[src/rtl/io_display_scan.sv]
// io_display_scan
//
// Purpose:
//   Shows the four memory-mapped output ports (IOD, IOE, IOF, IOG) as eight
//   hexadecimal digits on a multiplexed common-anode 7-segment display.
//   Each digit is held for PRESCALE clock cycles. All four ports are copied
//   into a snapshot once per scan frame, so a CPU write that lands partway
//   through a frame is never shown half-updated.
//
// Optional build macro:
//   ZERO_BLANK_EN - when defined, the high digit of any byte whose high
//                   nibble is zero is blanked (its anode is still driven).
//
// Ports:
//   CLK      in   1  system clock, rising edge
//   RESET    in   1  asynchronous active-low reset
//   EN_L     in   1  active-low display enable (1 blanks all anodes)
//   IOD      in   8  port D -> digits 1/0
//   IOE      in   8  port E -> digits 3/2
//   IOF      in   8  port F -> digits 5/4
//   IOG      in   8  port G -> digits 7/6
//   AN_L     out  8  active-low one-hot digit anodes
//   SEG_L    out  7  active-low segments {g,f,e,d,c,b,a}
//   DIG_IDX  out  3  currently selected digit index
//   FRAME    out  1  one-cycle pulse when a new snapshot is loaded

module io_display_scan #(
  parameter int unsigned PRESCALE = 1000
) (
  input  logic       CLK,
  input  logic       RESET,
  input  logic       EN_L,
  input  logic [7:0] IOD,
  input  logic [7:0] IOE,
  input  logic [7:0] IOF,
  input  logic [7:0] IOG,
  output logic [7:0] AN_L,
  output logic [6:0] SEG_L,
  output logic [2:0] DIG_IDX,
  output logic       FRAME
);

  localparam logic [15:0] LAST_COUNT = 16'(PRESCALE - 1);

  logic [15:0] count;
  logic        tick;
  logic [7:0]  snap_d;
  logic [7:0]  snap_e;
  logic [7:0]  snap_f;
  logic [7:0]  snap_g;
  logic [7:0]  byte_sel;
  logic [3:0]  nibble;
  logic [6:0]  seg_next;
  logic [7:0]  an_next;

  function automatic logic [6:0] hex_font(input logic [3:0] n);
    logic [6:0] seg;
    case (n)
      4'h0: seg = 7'h40;
      4'h1: seg = 7'h79;
      4'h2: seg = 7'h24;
      4'h3: seg = 7'h30;
      4'h4: seg = 7'h19;
      4'h5: seg = 7'h12;
      4'h6: seg = 7'h02;
      4'h7: seg = 7'h78;
      4'h8: seg = 7'h00;
      4'h9: seg = 7'h10;
      4'hA: seg = 7'h08;
      4'hB: seg = 7'h03;
      4'hC: seg = 7'h46;
      4'hD: seg = 7'h21;
      4'hE: seg = 7'h06;
      default: seg = 7'h0E;
    endcase
    return seg;
  endfunction

  assign tick = (count == LAST_COUNT);

  // Digit i shows nibble (i%2) of snapshot byte i/2.
  always_comb begin
    byte_sel = 8'h00;
    case (DIG_IDX[2:1])
      2'd0: byte_sel = snap_d;
      2'd1: byte_sel = snap_e;
      2'd2: byte_sel = snap_f;
      default: byte_sel = snap_g;
    endcase
    nibble   = DIG_IDX[0] ? byte_sel[7:4] : byte_sel[3:0];
    seg_next = hex_font(nibble);
`ifdef ZERO_BLANK_EN
    if (DIG_IDX[0] && (nibble == 4'h0)) begin
      seg_next = 7'h7F;
    end
`else
`endif
    an_next = EN_L ? 8'hFF : ~(8'b0000_0001 << DIG_IDX);
  end

  // Prescaler, digit index and frame snapshot. The snapshot, the index wrap
  // and the FRAME pulse all happen on the same edge that ends digit 7.
  always_ff @(posedge CLK or negedge RESET) begin
    if (!RESET) begin
      count   <= 16'd0;
      DIG_IDX <= 3'd0;
      FRAME   <= 1'b0;
      snap_d  <= 8'h00;
      snap_e  <= 8'h00;
      snap_f  <= 8'h00;
      snap_g  <= 8'h00;
    end else begin
      FRAME <= 1'b0;
      if (tick) begin
        count <= 16'd0;
        if (DIG_IDX == 3'd7) begin
          DIG_IDX <= 3'd0;
          FRAME   <= 1'b1;
          snap_d  <= IOD;
          snap_e  <= IOE;
          snap_f  <= IOF;
          snap_g  <= IOG;
        end else begin
          DIG_IDX <= DIG_IDX + 3'd1;
        end
      end else begin
        count <= count + 16'd1;
      end
    end
  end

  // Pin drivers are registered, so they trail DIG_IDX/snapshot by one cycle.
  always_ff @(posedge CLK or negedge RESET) begin
    if (!RESET) begin
      AN_L  <= 8'hFF;
      SEG_L <= 7'h7F;
    end else begin
      AN_L  <= an_next;
      SEG_L <= seg_next;
    end
  end

endmodule
[config.mk]
export PLATFORM = sky130hd
export DESIGN_NAME = io_display_scan
export DESIGN_NICKNAME = d
export VERILOG_FILES = /design/src/rtl/io_display_scan.sv
export SDC_FILE = /design/constraint.sdc
export NUM_CORES = 1
export LEC_CHECK = 0
export ABC_AREA = 1
export CORE_MARGIN = 4
export CORE_UTILIZATION = 45
export CTS_CLUSTER_DIAMETER = 200
export CTS_CLUSTER_SIZE = 40
export DETAILED_ROUTE_END_ITERATION = 8
export GPL_TIMING_DRIVEN = 0
export PLACE_DENSITY_LB_ADDON = 0.15
export SYNTH_ARGS = -nofsm -noshare
export SYNTH_HDL_FRONTEND = slang
export SYNTH_SLANG_ARGS = --single-unit
export TNS_END_PERCENT = 20
[constraint.sdc]
create_clock -name CLK -period 2.5 [get_ports CLK]
set_clock_uncertainty 0.1 [all_clocks]
set_input_delay 0.625 -clock CLK [delete_from_list [all_inputs] [get_ports CLK]]
set_output_delay 0.625 -clock CLK [all_outputs]
set_load 0.01 [all_outputs]
==> results of run 1 <==
[cells in the final DEF, fill, tap and decap left out, drive strengths merged]
| cell | instances |
|---|---|
| nor2 | 34 |
| nand4 | 7 |
| inv | 41 |
| dfrtp | 52 |
| xor2 | 4 |
| buf | 10 |
| nor4 | 1 |
| a21oi | 10 |
| o21ai | 13 |
| clkinv | 2 |
| dfstp | 15 |
| clkbuf | 15 |
| nand2 | 165 |
| nor3 | 5 |
| nand3 | 42 |
| clkdlybuf4s50 | 52 |
| ha | 13 |
| nand3b | 2 |
[cells in the mapped netlist, drive strengths merged]
library cell,n,area [um^2]
nand2,165,676
dfrtp,52,1300
nand3,42,235
inv,41,154
nor2,34,145
dfstp,15,394
ha,13,163
o21ai,13,65.1
a21oi,10,50.1
buf,9,72.6
nand4,7,43.8
nor3,5,30.0
xor2,4,35.0
nand3b,2,15.0
clkinv,1,5.00
nor4,1,6.26
[how the worst max path moves through the flow]
stage / end / start / slack, ns / cells past startpoint
2_1_floorplan: SEG_L[3]$_DFF_PN1_ / DIG_IDX[2]$_DFFE_PN0N_ / 0.68 / 12
3_3_place_gp: snap_g[4]$_DFFE_PN0P_ / RESET / -1.48 / 1
3_5_place_dp: SEG_L[5]$_DFF_PN1_ / DIG_IDX[2]$_DFFE_PN0N_ / 0.41 / 12
4_1_cts: DIG_IDX[1] / DIG_IDX[1]$_DFFE_PN0N_ / 0.16 / 1
5_1_grt: DIG_IDX[1] / DIG_IDX[1]$_DFFE_PN0N_ / 0.14 / 1
6_report: DIG_IDX[1] / DIG_IDX[1]$_DFFE_PN0N_ / 0.19 / 1
[through the flow]
stage / std cells / setup TNS (ns) / util, % / hold WS [ns] / cell area (um^2)
2_1_floorplan: 414 / 0 / - / 0.229 / 3390
3_3_place_gp: 566 / -87.82 / 55.5 / 0.351 / 4050
3_5_place_dp: 566 / 0 / 55.4 / 0.356 / 4040
4_1_cts: 582 / 0 / 57.9 / 0.294 / 4230
5_1_grt: 582 / 0 / 57.9 / 0.344 / 4230
6_report: 582 / 0 / 57.9 / 0.265 / 4230
[per-layer routing]
layer	GRT usage [%]	wire [um]	vias to the layer above
met3	3.11	360	16
met1	23.0	3310	1259
met5	0	0	-
li1	-	-	1428
met4	9.25	210	0
met2	27.1	3290	78
[area by class of cell]
cell class                      instances  share of cell area [%]
Sequential cell                        67                    40.1
Clock buffer                           15                    4.20
Buffer                                  9                    1.72
Clock inverter                          1                   0.118
Timing Repair Buffer                   53                    12.5
Tap cell                               99                    2.93
Inverter                               42                    3.76
Multi-Input combinational cell        296                    34.6
[kinds of logic after synthesis]
kind of cell               after synthesis  synth area share [%]
buffers and inverters                   51                  6.83
adders and majority gates               13                  4.80
xor gates and xnor gates                 4                  1.03
DFF                                     67                  50.0
AOI/OAI and AO/OA                       23                  3.39
and+or+nand+nor                        256                  33.9
[power groups by stage]
stage                     clock [W]  sequential [W]  combinational, W
after floorplan                   0         0.00111        0.00000194
after global placement            0         0.00111         0.0000783
after detailed placement          0         0.00111         0.0000783
after CTS                  0.000854         0.00109         0.0000784
after global routing       0.000897         0.00109         0.0000844
final                      0.000828         0.00109         0.0000761
[sequential cells by signal, summed over array words and instances (netlist names)]
register  cells
snap_d        8
AN_L          8
FRAME         1
snap_g        8
count        16
SEG_L         7
DIG_IDX       3
snap_e        8
snap_f        8
==> metrics.txt, run 1 <==
Die Ht 94.8 um; post-route total power 0.00199 W; area of the core 7290 um^2; Crit-path slowest cell clkdlybuf4s50_1; FILL cells 720; Top Family by Delay on Critical Path buffers and inverters; synthesized net count 462; layout cells sized above 1 12.6%; # rows 31; max-slew violations 0; worst relative slew slack 46.0%; clk sink count 67; cell internal pwr 0.00158 W; CTS tree done; crit path time final 2.31 ns; latest clock arrival within the worst-skew pair 0.34 ns; status finished clean; crit path max fanout 9; Seq cells post-synth 67; Comb pwr share 3.8%; final wirelength 7160 um; RSZ-0062 raised after global routing no; Hold WC Path Type in -> async; Peak VDD IR 0.206 mV; count of different cell masters after synthesis 27; WS Path Type reg -> out; clk buf depth 2; sw frac 20.6%; Ant. Diodes 0; CTS buffer count 9; DR vias 2781; detailed placement HPWL 5320 um; Post-CTS Hold Fix Bufs 0; Post-Place Worst Slack 0.411 ns; area grow syn2layout 24.6%; Initial DRC Count 92; initial antenna violation count 0; Net Switching 0.000409 W; CTS resizes 0; die area 8990 um^2; clock-pin slew on the worst setup and hold paths 0.07 ns; routed len/inst 12.3 um; number of setup violations in the final report 0; port bufs 53; DRT antenna net count 0; Power Dens Cells 471 nW/um^2; Critical Path AT 1.58 ns; cells after synthesis 414; residual DRC count 0; YS warnings 0; P_leak 2.00 nW; sequential fraction of the synthesis area 50.0%; Critical R2R Launch DIG_IDX[2]$_DFFE_PN0N_; kind of start point of the critical path flip-flop; R2R Path End SEG_L[5]$_DFF_PN1_; Initial Utilization 46.5%; Worst Setup End Kind output port; biggest cell delay along the critical path 0.63 ns; R2R depth 12; CP required 1.77 ns; storage element area 1700 um^2; fmax 0.433 GHz; CTS HTree Levels 3; Setup Buffers After CTS 0; # Max-Cap Violations 0; Final Worst Setup Slack 0.191 ns; Clk network pwr share 41.6%; placer congestion estimate 0.844; global-route wire length before repair 12000 um; GRT Util Overall 17.4%; Vias per Instance 4.78; mapped cell area 3390 um^2; drt first pass iters 4; GRT overflow 0; fin crit share 92.3%; vias in the first global route 2617; Root Buffer clkbuf_8; # IOs 54; Worst Max-Slew Pin Slew 0.810 ns; area of the multi-input gates 1460 um^2; R2R Setup Slk 0.36 ns; Die Span X 94.8 um; Sequential Power Share 54.6%; final hold vios 0; largest net degree at the start of global routing 68; CP bufs+invs 1; # nets final 526; CP Cell Sequence clkdlybuf4s50_1; syn_area_per_cell 8.19 um^2
(Power assumes the default switching activity.)
==> inputs of run 2 (changes only) <==
- CTS_BUF_LIST: unset -> sky130_fd_sc_hd__clkbuf_4
==> metrics.txt, run 2 (synthesis results as in run 1) <==
status finished clean (unchanged); fmax 0.419 GHz (was 0.433 GHz); routed len/inst 12.2 um (was 12.3 um); clk buf depth 2 (unchanged); largest net degree at the start of global routing 68 (unchanged); port bufs 53 (unchanged); Top Usage Layer GRT met2 (unchanged); residual DRC count 0 (unchanged); fin crit share 95.5% (was 92.3%); global-route wire length before repair 12100 um (was 12000 um); max reg flops 16 (unchanged); # IOs 54 (unchanged); Power Dens Cells 448 nW/um^2 (was 471 nW/um^2); area grow syn2layout 23.2% (was 24.6%); most flop-heavy register count (unchanged); Critical R2R Launch DIG_IDX[2]$_DFFE_PN0N_ (unchanged); Post-CTS Hold Fix Bufs 0 (unchanged); RSZ-0062 raised after global routing no (unchanged); final wirelength 7080 um (was 7160 um); Die Span X 94.8 um (unchanged); Setup Buffers After CTS 0 (unchanged); crit path from DIG_IDX[1]$_DFFE_PN0N_ (unchanged); CTS resizes 0 (unchanged); placer congestion estimate 0.844 (unchanged); latest clock arrival within the worst-skew pair 0.40 ns (was 0.34 ns); Initial Utilization 46.5% (unchanged); drt first pass iters 5 (was 4); max-slew violations 0 (unchanged); initial antenna violation count 0 (unchanged); Ant. Diodes 0 (unchanged); DR vias 2771 (was 2781); crit path max fanout 9 (unchanged); CTS tree done (unchanged); WS Path Type reg -> out (unchanged); vias in the first global route 2633 (was 2617); Crit path depth 1 (unchanged); Final Worst Setup Slack 0.113 ns (was 0.191 ns); DRT antenna net count 0 (unchanged); GRT Util Overall 17.5% (was 17.4%); CTS HTree Levels 3 (unchanged); CP bufs+invs 1 (unchanged); met3 Resource Use GR 3.43% (was 3.11%); CTS buffer count 9 (unchanged); # rows 31 (unchanged); # Max-Cap Violations 0 (unchanged); GRT overflow 0 (unchanged); clk sink count 67 (unchanged); worst relative slew slack 46.4% (was 46.0%); kind of start point of the critical path flip-flop (unchanged); number of setup violations in the final report 0 (unchanged); Worst Max-Slew Pin Slew 0.804 ns (was 0.810 ns); CP required 1.77 ns (about the same); Top Family by Delay on Critical Path flip-flops (was buffers and inverters); Worst Setup EP DIG_IDX[1] (unchanged); R2R depth 12 (unchanged); Worst Setup End Kind output port (unchanged); Post-Place Worst Slack 0.411 ns (unchanged); R2R Setup Slk 0.39 ns (was 0.36 ns); R2R Path End SEG_L[5]$_DFF_PN1_ (unchanged); Root Buffer clkbuf_4 (was clkbuf_8); biggest cell delay along the critical path 0.63 ns (about the same); Vias per Instance 4.76 (was 4.78); Hold WC Path Type in -> async (unchanged); crit path time final 2.39 ns (was 2.31 ns); Crit-path slowest cell dfrtp_1 (was clkdlybuf4s50_1); # nets final 526 (unchanged); Peak VDD IR 0.250 mV (was 0.206 mV); Die Ht 94.8 um (unchanged); commonest cells after routing, fill and taps aside nand2_1, dfrtp_1, clkdlybuf4s50_1, nand3_1, inv_1 (unchanged); CP Cell Sequence clkdlybuf4s50_1 (unchanged); layout cells sized above 1 13.3% (was 12.6%); met1 Use GR 23.0% (unchanged); final hold vios 0 (unchanged); met2 usage 27.7% (was 27.1%); final hold slack 0.203 ns (was 0.265 ns); detailed placement HPWL 5320 um (unchanged); die area 8990 um^2 (unchanged); Initial DRC Count 112 (was 92); commonest non-fill, non-tap cell in the layout nand2_1 (unchanged); clock-pin slew on the worst setup and hold paths 0.10 ns (was 0.07 ns); P_leak 1.99 nW (was 2.00 nW); area of the core 7290 um^2 (unchanged); Critical Path AT 1.66 ns (was 1.58 ns)
## run 2: cell types whose count changed in the layout (fill, tap and decap cells not counted)
cell       before  now
clkbuf_8       10    0
clkbuf_4        0   13
clkinv_1        0    1
clkbuf_1        4    0
clkbuf_16       1    0
bufinv_16       0    1
## run 2: stage by stage
step	setup TNS [ns]	area (um^2)	util [%]	total power, W	cells
final	0	4180	57.3	0.00187	582
after global routing	0	4180	57.3	0.00195	582
after CTS	0	4180	57.3	0.00189	582
after detailed placement	0	4040	55.4	0.00118	566
after global placement	-87.82	4050	55.5	0.00118	566
after floorplan	0	3390	-	0.00111	414
## run 2: worst min path at each step
stage                                startpoint                     end  slack, ns
after floorplan                           RESET  DIG_IDX[0]$_DFFE_PN0N_       0.23
after global placement    snap_f[2]$_DFFE_PN0P_   snap_f[2]$_DFFE_PN0P_       0.35
after detailed placement     count[0]$_DFF_PN0_      count[0]$_DFF_PN0_       0.36
after CTS                                 RESET     count[12]$_DFF_PN0_       0.21
after global routing                      RESET     count[12]$_DFF_PN0_       0.25
final                                     RESET     count[13]$_DFF_PN0_       0.20
## run 2: layout make-up
| class | count | area [um^2] |
|---|---|---|
| clock buffers | 13 | 97.6 |
| plain buffers | 9 | 72.6 |
| repair buffers | 53 | 528 |
| multi-input cells | 296 | 1460 |
| fillers | 728 | 3110 |
| inverters | 42 | 159 |
| clock inverters | 3 | 38.8 |
| well taps | 99 | 124 |
| flip-flops and latches | 67 | 1700 |
## run 2: metal layers
metal	routed length (um)	vias up
met1	3310	1263
li1	-	1428
met5	0	-
met3	328	9
met4	142	0
met2	3300	71
## run 2: where the power goes
part	internal, W	switching, W	total, W	leakage, nW
combinational	0.0000472	0.0000288	0.0000760	1.21
clock	0.000347	0.000363	0.000709	0.0794
sequential	0.00109	0.000000285	0.00109	0.702
==> inputs of run 3 (changes only) <==
--- a/config.mk
+++ b/config.mk
@@ -15,4 +15,5 @@
 export GPL_TIMING_DRIVEN = 0
 export PLACE_DENSITY_LB_ADDON = 0.15
+export SLEW_MARGIN = 30
 export SYNTH_ARGS = -nofsm -noshare
 export SYNTH_HDL_FRONTEND = slang
==> constraint.sdc (replaced) <==
create_clock -name CLK -period 2.5 [get_ports CLK]
set_clock_uncertainty 0.1 [all_clocks]
set_input_delay 0.625 -clock CLK [delete_from_list [all_inputs] [get_ports CLK]]
set_output_delay 0.625 -clock CLK [all_outputs]
set_load 0.05 [all_outputs]
==> metrics.txt, run 3 (synthesis results as in run 1) <==
largest net degree at the start of global routing 37 (was 68); Peak VDD IR 0.252 mV (was 0.250 mV); biggest cell delay along the critical path 0.79 ns (was 0.63 ns); DR vias 2749 (was 2771); Die Ht 94.8 um (unchanged); setup TNS 0 ns (unchanged); detailed placement HPWL 5450 um (was 5320 um); Crit-path slowest cell clkdlybuf4s50_1 (was dfrtp_1); final wirelength 7100 um (was 7080 um); CTS HTree Levels 3 (unchanged); # rows 31 (unchanged); FILL cells 714 (was 728); clock-pin slew on the worst setup and hold paths 0.10 ns (about the same); final core occ 57.5% (was 57.3%); crit path max fanout 1 (was 9); max reg flops 16 (unchanged); vias in the first global route 2572 (was 2633); WS Path Type reg -> out (unchanged); GRT Util Overall 17.4% (was 17.5%); Comb pwr share 4.6% (was 4.1%); max-slew violations 0 (unchanged); Root Buffer clkbuf_4 (unchanged); Sequential Power Share 61.1% (was 58.0%); worst relative slew slack 65.6% (was 46.4%); Vias per Instance 4.72 (was 4.76); final hold vios 0 (unchanged); DRT antenna net count 0 (unchanged); # Max-Cap Violations 0 (unchanged); Ant. Diodes 0 (unchanged); global-route wire length before repair 12000 um (was 12100 um); die area 8990 um^2 (unchanged); P_leak 2.06 nW (was 1.99 nW); Clk network pwr share 34.2% (was 37.9%); crit path from AN_L[3]$_DFF_PN1_ (was DIG_IDX[1]$_DFFE_PN0N_); CP required 1.77 ns (about the same); sw frac 21.6% (was 20.9%); Power Dens Cells 423 nW/um^2 (was 448 nW/um^2); R2R Path End SEG_L[3]$_DFF_PN1_ (was SEG_L[5]$_DFF_PN1_); kind of start point of the critical path flip-flop (unchanged); status finished clean (unchanged); clk buf depth 2 (unchanged); area grow syn2layout 23.7% (was 23.2%); CTS buffer count 9 (unchanged); Hold WC Path Type in -> async (unchanged); Top Family by Delay on Critical Path buffers and inverters (was flip-flops); CP bufs+invs 1 (unchanged); Worst Max-Slew Pin Slew 0.516 ns (was 0.804 ns); placer congestion estimate 0.844 (unchanged); residual DRC count 0 (unchanged); Critical R2R Launch DIG_IDX[2]$_DFFE_PN0N_ (unchanged); area of the core 7290 um^2 (unchanged); Setup Buffers After CTS 0 (unchanged); commonest cells after routing, fill and taps aside nand2_1, dfrtp_1, clkdlybuf4s50_1, nand3_1, inv_1 (unchanged); drt first pass iters 4 (was 5); routed len/inst 12.2 um (about the same); # IOs 54 (unchanged); final hold slack 0.0418 ns (was 0.203 ns); Critical Path AT 1.70 ns (was 1.66 ns); layout cells sized above 1 13.2% (was 13.3%); most flop-heavy register count (unchanged); R2R depth 11 (was 12); fmax 0.412 GHz (was 0.419 GHz); placed inst area 4060 um^2 (was 4040 um^2); CP Cell Sequence clkdlybuf4s50_1 (unchanged); Initial Utilization 46.5% (unchanged); Net Switching 0.000384 W (was 0.000392 W); Worst Setup End Kind output port (unchanged); crit path time final 2.43 ns (was 2.39 ns); port bufs 53 (unchanged); clk sink count 67 (unchanged); cell internal pwr 0.00139 W (was 0.00148 W); RSZ-0062 raised after global routing no (unchanged); Post-CTS Hold Fix Bufs 0 (unchanged); # nets final 527 (was 526); R2R Setup Slk 0.35 ns (was 0.39 ns); commonest non-fill, non-tap cell in the layout nand2_1 (unchanged); initial antenna violation count 0 (unchanged); latest clock arrival within the worst-skew pair 0.40 ns (about the same); CTS tree done (unchanged); GRT overflow 0 (unchanged); Initial DRC Count 116 (was 112); number of setup violations in the final report 0 (unchanged); Die Span X 94.8 um (unchanged); fin crit share 97.1% (was 95.5%); design area 4200 um^2 (was 4180 um^2)
run 3: cell count changes in the layout (fill, tap and decap cells not counted):
cell,change
buf_12,+1
bufinv_16,-1
clkbuf_4,+1
clkdlybuf4s50_1,-11
clkinv_1,+1
clkinv_2,-1
dlygate4sd2_1,+2
dlymetal6s2s_1,+9
run 3: worst max path at each step:
stage / end / slack (ns) / cells after the start
4_1_cts: AN_L[0] / 0.02 / 1
2_1_floorplan: SEG_L[3]$_DFF_PN1_ / 0.37 / 11
5_1_grt: SEG_L[5] / 0.007 / 1
3_5_place_dp: DIG_IDX[1] / 0.28 / 1
6_report: AN_L[3] / 0.07 / 1
3_3_place_gp: snap_g[4]$_DFFE_PN0P_ / -1.48 / 1
run 3: layout make-up:
cell class / count / area (um^2) / area share, %
clock buffers: 14 / 105 / 2.51
repair buffers: 54 / 568 / 13.5
multi-input cells: 296 / 1460 / 34.9
plain buffers: 9 / 72.6 / 1.73
clock inverters: 2 / 7.51 / 0.179
inverters: 42 / 159 / 3.79
flip-flops and latches: 67 / 1700 / 40.4
well taps: 99 / 124 / 2.95
run 3: timing repair:
action,4_1_cts,5_1_grt
setup endpoints to repair,2,9
pin swaps,0,0
resized for setup,2,9
endpoints found under the hold margin,0,0
run 3: per-layer routing:
metal,vias up,routed length (um),GRT usage [%]
li1,1432,-,-
met1,1239,3300,22.8
met2,67,3310,27.6
met3,11,373,4.46
met4,0,119,6.61
met5,-,0,0
run 3: per-stage QoR:
step | instances | power (W) | worst slack (ns)
2_1_floorplan | 414 | 0.00111 | 0.366
3_3_place_gp | 566 | 0.00119 | -1.48
3_5_place_dp | 567 | 0.00119 | 0.284
4_1_cts | 583 | 0.00180 | 0.0157
5_1_grt | 583 | 0.00185 | 0.00678
6_report | 583 | 0.00178 | 0.0721
run 3: power groups by stage:
stage | clock network (W) | logic (W) | registers, W
after floorplan | 0 | 0.00000194 | 0.00111
after global placement | 0 | 0.0000809 | 0.00111
after detailed placement | 0 | 0.0000852 | 0.00111
after CTS | 0.000627 | 0.0000852 | 0.00109
after global routing | 0.000675 | 0.0000913 | 0.00109
final | 0.000608 | 0.0000824 | 0.00109
